### config.mk
export PLATFORM = sky130hd
export DESIGN_NAME = decode_execute_register_flat
export DESIGN_NICKNAME = d
export VERILOG_FILES = /design/src/rtl/decode_execute_register_if.sv /design/src/rtl/decode_execute_register.sv /design/src/flat_wrapper.sv
export SDC_FILE = /design/constraint.sdc
export NUM_CORES = 1
export LEC_CHECK = 0
export CAP_MARGIN = 20
export CORE_UTILIZATION = 48
export CTS_CLUSTER_DIAMETER = 50
export DETAILED_ROUTE_END_ITERATION = 7
export GPL_TIMING_DRIVEN = 0
export PLACE_DENSITY_LB_ADDON = 0.1
export SLEW_MARGIN = 20
export SYNTH_ARGS = -nofsm -noshare
export SYNTH_HDL_FRONTEND = slang
export SYNTH_SLANG_ARGS = --single-unit
### constraint.sdc
create_clock -name clk -period 11.95 [get_ports clk]
set_input_delay 2.9875 -clock clk [delete_from_list [all_inputs] [get_ports clk]]
set_output_delay 2.9875 -clock clk [all_outputs]
set_load 0.02 [all_outputs]
### src/rtl/decode_execute_register_if.sv
// ID/EX bundle: decode-stage payload in, registered execute-stage payload out.
interface decode_execute_register_if #(
    parameter int unsigned DATA_WIDTH     = 32,
    parameter int unsigned REG_ADDR_WIDTH = 5,
    parameter int unsigned COUNT_WIDTH    = 16
);
    localparam int unsigned CONTROL_WIDTH = 9;

    // Decode-stage side
    logic                      id_valid;
    logic [DATA_WIDTH-1:0]     id_pc_plus4;
    logic [DATA_WIDTH-1:0]     id_read_data1;
    logic [DATA_WIDTH-1:0]     id_read_data2;
    logic [DATA_WIDTH-1:0]     id_extended_instruction;
    logic [REG_ADDR_WIDTH-1:0] id_rs;
    logic [REG_ADDR_WIDTH-1:0] id_rt;
    logic [REG_ADDR_WIDTH-1:0] id_rd;
    logic [CONTROL_WIDTH-1:0]  id_control;
    logic                      flush;
    logic                      hold;

    // Execute-stage side
    logic                      ex_valid;
    logic [DATA_WIDTH-1:0]     ex_pc_plus4;
    logic [DATA_WIDTH-1:0]     ex_read_data1;
    logic [DATA_WIDTH-1:0]     ex_read_data2;
    logic [DATA_WIDTH-1:0]     ex_extended_instruction;
    logic [REG_ADDR_WIDTH-1:0] ex_rs;
    logic [REG_ADDR_WIDTH-1:0] ex_rt;
    logic [REG_ADDR_WIDTH-1:0] ex_rd;
    logic [CONTROL_WIDTH-1:0]  ex_control;
    logic                      stall_out;
    logic [COUNT_WIDTH-1:0]    load_use_count;
    logic [COUNT_WIDTH-1:0]    flush_count;

    // Pipeline control / decode driver
    modport master (
        output id_valid, id_pc_plus4, id_read_data1, id_read_data2,
               id_extended_instruction, id_rs, id_rt, id_rd, id_control,
               flush, hold,
        input  ex_valid, ex_pc_plus4, ex_read_data1, ex_read_data2,
               ex_extended_instruction, ex_rs, ex_rt, ex_rd, ex_control,
               stall_out, load_use_count, flush_count
    );

    // The ID/EX register itself
    modport slave (
        input  id_valid, id_pc_plus4, id_read_data1, id_read_data2,
               id_extended_instruction, id_rs, id_rt, id_rd, id_control,
               flush, hold,
        output ex_valid, ex_pc_plus4, ex_read_data1, ex_read_data2,
               ex_extended_instruction, ex_rs, ex_rt, ex_rd, ex_control,
               stall_out, load_use_count, flush_count
    );
endinterface

### src/rtl/decode_execute_register.sv
// ID/EX pipeline register with load-use hazard detection, flush/hold
// handling and saturating bubble/flush event counters.
module decode_execute_register #(
    parameter int unsigned DATA_WIDTH     = 32,
    parameter int unsigned REG_ADDR_WIDTH = 5,
    parameter int unsigned COUNT_WIDTH    = 16
) (
    input  logic                       clk,
    input  logic                       reset,
    decode_execute_register_if.slave   bus
);
    localparam int unsigned CONTROL_WIDTH = 9;
    localparam int unsigned MEM_READ_BIT  = 2;

    typedef struct packed {
        logic                      valid;
        logic [DATA_WIDTH-1:0]     pc_plus4;
        logic [DATA_WIDTH-1:0]     read_data1;
        logic [DATA_WIDTH-1:0]     read_data2;
        logic [DATA_WIDTH-1:0]     extended_instruction;
        logic [REG_ADDR_WIDTH-1:0] rs;
        logic [REG_ADDR_WIDTH-1:0] rt;
        logic [REG_ADDR_WIDTH-1:0] rd;
        logic [CONTROL_WIDTH-1:0]  control;
    } ex_entry_t;

    localparam logic [COUNT_WIDTH-1:0] COUNT_MAX = {COUNT_WIDTH{1'b1}};

    ex_entry_t              ex_q, ex_d;
    logic [COUNT_WIDTH-1:0] load_use_count_q, load_use_count_d;
    logic [COUNT_WIDTH-1:0] flush_count_q, flush_count_d;
    logic                   load_use_c;
    logic                   stall_c;

    // Hazard detect: a load in EX whose destination feeds the ID instruction.
    always_comb begin
        load_use_c = bus.id_valid & ex_q.valid & ex_q.control[MEM_READ_BIT]
                   & (ex_q.rt != '0)
                   & ((ex_q.rt == bus.id_rs) | (ex_q.rt == bus.id_rt))
                   & ~bus.flush;
        stall_c    = (load_use_c | bus.hold) & ~bus.flush;
    end

    // Next-state: flush > hold > load-use bubble > normal capture.
    always_comb begin
        ex_d             = ex_q;
        load_use_count_d = load_use_count_q;
        flush_count_d    = flush_count_q;

        if (bus.flush) begin
            ex_d = '0;
            if (flush_count_q != COUNT_MAX) begin
                flush_count_d = flush_count_q + COUNT_WIDTH'(1);
            end
        end else if (bus.hold) begin
            ex_d = ex_q;
        end else if (load_use_c) begin
            ex_d = '0;
            if (load_use_count_q != COUNT_MAX) begin
                load_use_count_d = load_use_count_q + COUNT_WIDTH'(1);
            end
        end else begin
            ex_d.valid                = bus.id_valid;
            ex_d.pc_plus4             = bus.id_pc_plus4;
            ex_d.read_data1           = bus.id_read_data1;
            ex_d.read_data2           = bus.id_read_data2;
            ex_d.extended_instruction = bus.id_extended_instruction;
            ex_d.rs                   = bus.id_rs;
            ex_d.rt                   = bus.id_rt;
            ex_d.rd                   = bus.id_rd;
            ex_d.control              = bus.id_control;
        end
    end

    // State registers, cleared asynchronously.
    always_ff @(posedge clk or posedge reset) begin
        if (reset) begin
            ex_q             <= '0;
            load_use_count_q <= '0;
            flush_count_q    <= '0;
        end else begin
            ex_q             <= ex_d;
            load_use_count_q <= load_use_count_d;
            flush_count_q    <= flush_count_d;
        end
    end

    assign bus.ex_valid                = ex_q.valid;
    assign bus.ex_pc_plus4             = ex_q.pc_plus4;
    assign bus.ex_read_data1           = ex_q.read_data1;
    assign bus.ex_read_data2           = ex_q.read_data2;
    assign bus.ex_extended_instruction = ex_q.extended_instruction;
    assign bus.ex_rs                   = ex_q.rs;
    assign bus.ex_rt                   = ex_q.rt;
    assign bus.ex_rd                   = ex_q.rd;
    assign bus.ex_control              = ex_q.control;
    assign bus.stall_out               = stall_c;
    assign bus.load_use_count          = load_use_count_q;
    assign bus.flush_count             = flush_count_q;
endmodule

### src/flat_wrapper.sv
// flat-port wrapper written by rule: the top's interface ports become plain ports
module decode_execute_register_flat 
#(
    parameter int unsigned DATA_WIDTH     = 32,
    parameter int unsigned REG_ADDR_WIDTH = 5,
    parameter int unsigned COUNT_WIDTH    = 16
)
  (clk, reset, bus_id_valid, bus_id_pc_plus4, bus_id_read_data1, bus_id_read_data2, bus_id_extended_instruction, bus_id_rs, bus_id_rt, bus_id_rd, bus_id_control, bus_flush, bus_hold, bus_ex_valid, bus_ex_pc_plus4, bus_ex_read_data1, bus_ex_read_data2, bus_ex_extended_instruction, bus_ex_rs, bus_ex_rt, bus_ex_rd, bus_ex_control, bus_stall_out, bus_load_use_count, bus_flush_count);
  decode_execute_register_if #(.DATA_WIDTH(DATA_WIDTH), .REG_ADDR_WIDTH(REG_ADDR_WIDTH), .COUNT_WIDTH(COUNT_WIDTH)) bus_i ();
  input  logic clk;
  input  logic reset;
  input wire logic [$bits(bus_i.id_valid)-1:0] bus_id_valid;
  input wire logic [$bits(bus_i.id_pc_plus4)-1:0] bus_id_pc_plus4;
  input wire logic [$bits(bus_i.id_read_data1)-1:0] bus_id_read_data1;
  input wire logic [$bits(bus_i.id_read_data2)-1:0] bus_id_read_data2;
  input wire logic [$bits(bus_i.id_extended_instruction)-1:0] bus_id_extended_instruction;
  input wire logic [$bits(bus_i.id_rs)-1:0] bus_id_rs;
  input wire logic [$bits(bus_i.id_rt)-1:0] bus_id_rt;
  input wire logic [$bits(bus_i.id_rd)-1:0] bus_id_rd;
  input wire logic [$bits(bus_i.id_control)-1:0] bus_id_control;
  input wire logic [$bits(bus_i.flush)-1:0] bus_flush;
  input wire logic [$bits(bus_i.hold)-1:0] bus_hold;
  output wire logic [$bits(bus_i.ex_valid)-1:0] bus_ex_valid;
  output wire logic [$bits(bus_i.ex_pc_plus4)-1:0] bus_ex_pc_plus4;
  output wire logic [$bits(bus_i.ex_read_data1)-1:0] bus_ex_read_data1;
  output wire logic [$bits(bus_i.ex_read_data2)-1:0] bus_ex_read_data2;
  output wire logic [$bits(bus_i.ex_extended_instruction)-1:0] bus_ex_extended_instruction;
  output wire logic [$bits(bus_i.ex_rs)-1:0] bus_ex_rs;
  output wire logic [$bits(bus_i.ex_rt)-1:0] bus_ex_rt;
  output wire logic [$bits(bus_i.ex_rd)-1:0] bus_ex_rd;
  output wire logic [$bits(bus_i.ex_control)-1:0] bus_ex_control;
  output wire logic [$bits(bus_i.stall_out)-1:0] bus_stall_out;
  output wire logic [$bits(bus_i.load_use_count)-1:0] bus_load_use_count;
  output wire logic [$bits(bus_i.flush_count)-1:0] bus_flush_count;
  assign bus_i.id_valid = bus_id_valid;
  assign bus_i.id_pc_plus4 = bus_id_pc_plus4;
  assign bus_i.id_read_data1 = bus_id_read_data1;
  assign bus_i.id_read_data2 = bus_id_read_data2;
  assign bus_i.id_extended_instruction = bus_id_extended_instruction;
  assign bus_i.id_rs = bus_id_rs;
  assign bus_i.id_rt = bus_id_rt;
  assign bus_i.id_rd = bus_id_rd;
  assign bus_i.id_control = bus_id_control;
  assign bus_i.flush = bus_flush;
  assign bus_i.hold = bus_hold;
  assign bus_ex_valid = bus_i.ex_valid;
  assign bus_ex_pc_plus4 = bus_i.ex_pc_plus4;
  assign bus_ex_read_data1 = bus_i.ex_read_data1;
  assign bus_ex_read_data2 = bus_i.ex_read_data2;
  assign bus_ex_extended_instruction = bus_i.ex_extended_instruction;
  assign bus_ex_rs = bus_i.ex_rs;
  assign bus_ex_rt = bus_i.ex_rt;
  assign bus_ex_rd = bus_i.ex_rd;
  assign bus_ex_control = bus_i.ex_control;
  assign bus_stall_out = bus_i.stall_out;
  assign bus_load_use_count = bus_i.load_use_count;
  assign bus_flush_count = bus_i.flush_count;
  decode_execute_register #(.DATA_WIDTH(DATA_WIDTH), .REG_ADDR_WIDTH(REG_ADDR_WIDTH), .COUNT_WIDTH(COUNT_WIDTH)) u_core (.clk(clk), .reset(reset), .bus(bus_i));
endmodule
**Word-level counts from Yosys, hierarchy flattened**

Cells that the tools add are included.

- Flip-flop bits (word level): 185

- Equal/unequal tests: 5
- Reduce and logical (&&, ||, !) cells: 3
- $add $sub $neg: 2
- Muxes and demuxes: 3
- Bitwise gates (word level): 10

Operator list:

| kind | number |
|---|---|
| 153-bit two-way mux | 3 |
| 16-bit by 1-bit adder with 16-bit output (second input constant) | 2 |
| 16-bit != test (second input constant) | 2 |
| 5-bit equality test | 2 |
| 1-bit bitwise AND | 6 |
| 5-bit nonzero test | 1 |
| 4-bit AND reduction | 1 |
| 2-bit != test (second input constant) | 1 |
| 1-bit inverter | 2 |
| 1-bit bitwise OR | 2 |
| 2-bit AND reduction | 1 |

**Depth between registers and ports, before layout**

- Depth in word-level cells: 8
- Mapped depth: 8

**Worst setup path after synthesis**

OpenSTA, ideal clock, no wires.

- Path type: input -> output
- From: in bus_id_rs[4]
- To: out bus_stall_out
- Arrival: 4.329 ns
- Path slack: 4.634 ns
- Data required time: 8.963 ns
- Cell stages on the path: 8
- Buffers on the path: 3
- Cells stage by stage: xnor2_1 nand3_1 o22ai_2 nor2b_1 buf_6 buf_6 buf_6 o21ba_1

- Longest elaborated chain between the ends: 6

RTL lines:

| element | RTL line | RTL |
|---|---|---|
| start: declaration | flat_wrapper.sv:17 | `input wire logic [$bits(bus_i.id_rs)-1:0] bus_id_rs;` |
| 5-bit equality test | decode_execute_register.sv:39 | `& ((ex_q.rt == bus.id_rs) \| (ex_q.rt == bus.id_rt))` |
| 1-bit bitwise OR | decode_execute_register.sv:39 |  |
| 1-bit bitwise AND | decode_execute_register.sv:39 |  |
| 1-bit bitwise AND | decode_execute_register.sv:40 | `& ~bus.flush;` |
| 1-bit bitwise OR | decode_execute_register.sv:41 | `stall_c = (load_use_c \| bus.hold) & ~bus.flush;` |
| 1-bit bitwise AND | decode_execute_register.sv:41 |  |
| end: declaration | flat_wrapper.sv:32 | `output wire logic [$bits(bus_i.stall_out)-1:0] bus_stall_out;` |

Every way passes these cells.

**Worst setup path after layout**

Same ends and word-level chain as after synthesis.

==> out/qor.csv <==
stage;metric;value;unit
run_status;status;finished clean;
clock_tree;cts_setup_buffers;0;
critical_path;timing.critical_path.from;bus_id_rs[4];
route;routed.top_layer;met4;
logic_synthesis;synth_ff_type;dfrtp_1;
route;drtIter0Drc;472;
critical_path;cp.required;8960;ps
clock_tree;path_clk_slew;70;ps
floorplan;die_h;140.2;µm
clock_tree;cts_root_buf;clkbuf_16;
sta;fin_setup_tns;0;ps
floorplan;coreArea;18710;µm²
clock_tree;cts_tree;built;
route;first_pass_iters;5;
critical_path;timing.rr.end;u_core.bus.ex_extended_instruction[10]$_DFFE_PP0P_;
critical_path;crit_end;bus_stall_out;
logic_synthesis;syn_avg_cell_area;10.78;µm²
floorplan;die-area;19660;µm²
critical_path;endpoint_kind;output pin;
critical_path;path_max_fanout;10;
route;num_vias;8042;
final_layout;area_growth;47.13;%
place;dp_hpwl;19.88;mm
grt;grtUsageTotal;28.57;%
power_and_ir_drop;ir_drop;0.00009286;V
logic_synthesis;synth.distinct_cells;32;
route;detail-route-antenna-nets;0;
grt;grt_overflow;0;
clock_tree;htree_levels;4;
clock_tree;cts_buffer_depth;2;
place;io_buffers;341;
sta;timing.fmax;0.1158;GHz
grt;grt_max_degree;100;
floorplan;io_pins;343;
critical_path;reg2reg_depth;7;
sta;drv_slew;0;
route;drc_errors;0;
sta;finalCritPeriodShare;72.27;%
critical_path;crit_type;input pin to output pin;
final_layout;nNetsFinal;1371;
grt;grt_pass1_vias;8193;
route;route.met3.wl;2.313;mm
sta;finalHoldViolations;0;
critical_path;r2r_setup_slack;9770;ps
logic_synthesis;yosysWarnings;0;
power_and_ir_drop;p_per_area;118.0;nW/µm²
route;viasPerCell;5.512;
clock_tree;cts_resized;0;
power_and_ir_drop;leakage;0.006089;µW
logic_synthesis;synth_edf_count;0;
sta;final-setup-viol-count;0;
clock_tree;cts_buffers;17;
min_path;hold_path.class;flip-flop to flip-flop;
grt;antenna_found_initial;1;
logic_synthesis;synth_cells;851;
clock_tree;clkSinkCount;185;
critical_path;cp-start-kind;input pin;
final_layout;diodes;0;
route;wl_met1;11.27;mm
logic_synthesis;syn_nets;1010;
critical_path;arrival;5650;ps
sta;grt_setup_unrepaired;false;
sta;worstMarginPinSlew;715.8;ps
sta;fin_skew;15.00;ps
logic_synthesis;async_reset_ff_share;100.0;%
sta;hold-worst-slack;478.0;ps
critical_path;reg2reg_from;u_core.bus.ex_rt[1]$_DFFE_PP0P_;
run;maxCapViolCount;0;
logic_synthesis;seq_area_frac_synth;50.48;%
floorplan;initial_core_util;49.02;%
floorplan;core.rowCount;50;
clock_tree;cts-hold-fix-buffers;0;
final_layout;drive_gt1_share;9.306;%
route;met2_length;12.61;mm
route;wire_per_inst;18.73;µm
place;gp_congestion;0.8534;
grt;grt_pass1_wl;43.88;mm
logic_synthesis;ys_seq_elements;185;
clock_tree;clock_latency;440;ps
logic_synthesis;netlist_area;9170;µm²
floorplan;die_w;140.2;µm
sta;relSlewSlack;52.28;%
route;wl;27.33;mm
sta;min_period;8636;ps
[layout by cell type, fill, tap and decap left out, types with 2 or more instances in the layout]
master	count
and3_1	5
and4_1	4
buf_2	9
buf_6	8
clkbuf_1	68
clkbuf_16	17
clkdlybuf4s50_1	341
clkinv_2	2
clkinv_4	3
dfrtp_1	185
ha_1	2
inv_1	154
inv_6	5
inv_8	5
mux2_2	2
nand2_1	68
nand3_1	17
nand3b_1	95
nand4_1	18
nand4b_1	2
nor2_1	7
nor2b_1	2
o41ai_1	94
o41ai_2	59
xnor2_1	37
xor2_1	2
[worst min-delay path by stage]
stage / from / slack, ps / endpoint / cells past startpoint
2_1_floorplan: u_core.bus.ex_control[3]$_DFFE_PP0P_ / 590 / u_core.bus.ex_control[3]$_DFFE_PP0P_ / 2
3_3_place_gp: u_core.bus.ex_pc_plus4[4]$_DFFE_PP0P_ / 460 / u_core.bus.ex_pc_plus4[4]$_DFFE_PP0P_ / 2
3_5_place_dp: u_core.bus.ex_read_data1[11]$_DFFE_PP0P_ / 460 / u_core.bus.ex_read_data1[11]$_DFFE_PP0P_ / 2
4_1_cts: u_core.bus.ex_pc_plus4[12]$_DFFE_PP0P_ / 480 / u_core.bus.ex_pc_plus4[12]$_DFFE_PP0P_ / 2
5_1_grt: u_core.bus.ex_pc_plus4[8]$_DFFE_PP0P_ / 490 / u_core.bus.ex_pc_plus4[8]$_DFFE_PP0P_ / 2
6_report: u_core.bus.ex_pc_plus4[5]$_DFFE_PP0P_ / 480 / u_core.bus.ex_pc_plus4[5]$_DFFE_PP0P_ / 2
[worst max-delay path: stages]
cell and delay [ps]:
clkdlybuf4s50_1 520, xnor2_1 140, nand3_1 100, o22ai_2 370, nor2b_1 220, buf_6 180, buf_6 190, buf_6 190
o21ba_1 130, clkdlybuf4s50_1 620
[synthesized netlist by cell type, drive strengths merged (4+ instances only)]
master	count	share of area, %
o41ai	153	19
nand4	18	1.2
clkbuf	68	2.8
nand3	17	0.93
and4	4	0.38
inv	155	6.3
nand3b	95	7.8
xnor2	37	3.5
buf	17	1.5
and3	5	0.34
nor2	7	0.29
dfrtp	185	50
nand2	68	2.8
[area by class of cell]
cell class	count	area [µm²]
fill	1418	5214
sequential	185	4629
multi-input combinational	426	3568
timing repair buffer	342	3441
inverter	155	589.3
clock buffer	17	425.4
buffer	85	390.4
tap	234	292.8
clock inverter	15	155.1
[per-stage QoR]
stage	power (µW)	instance area, µm²	worst slack [ps]	instances	utilization, %
after floorplan	862.7	9170	3934	851	-
after global placement	1031	12880	1359	1426	68.84
after detailed placement	1035	12910	3331	1427	69.02
after CTS	1601	13490	3302	1459	72.13
after global routing	1650	13490	3179	1459	72.13
final	1592	13490	3314	1459	72.13
[sequential cells by signal, summed over array words and instances, names as in the netlist]
name and flops:
u_core.bus.ex_read_data1 32, u_core.bus.ex_pc_plus4 32, u_core.bus.ex_rs 5, u_core.bus.ex_read_data2 32, u_core.bus.load_use_count 16, u_core.bus.ex_rd 5
u_core.bus.ex_extended_instruction 32, u_core.bus.flush_count 16, u_core.bus.ex_valid 1, u_core.bus.ex_rt 5, u_core.bus.ex_control 9
[logic make-up (layout without fill, tap and decap cells)]
kind of cell,Yosys count,after routing,share of synthesized area [%]
simple gates,222,222,14.37
compound gates,161,161,20.30
mux,2,2,0.2456
flops,185,185,50.48
xor+xnor,39,39,3.725
fa+ha+maj,2,2,0.2728
buf+inv,240,614,10.60
[metal layers]
metal / up-vias / track usage (%)
met5: - / 0
met1: 3919 / 36.35
li1: 3732 / -
met3: 65 / 8.342
met2: 326 / 44.92
met4: 0 / 13.42
[report_power, final]
part	leakage, µW	switching, µW	internal [µW]
Sequential	0.00247	33.2	666
Combinational	0.00333	162	162
Clock	0.000291	272	297
Total	0.00609	467	1120
No activity file was read; power rests on OpenSTA's default activity.
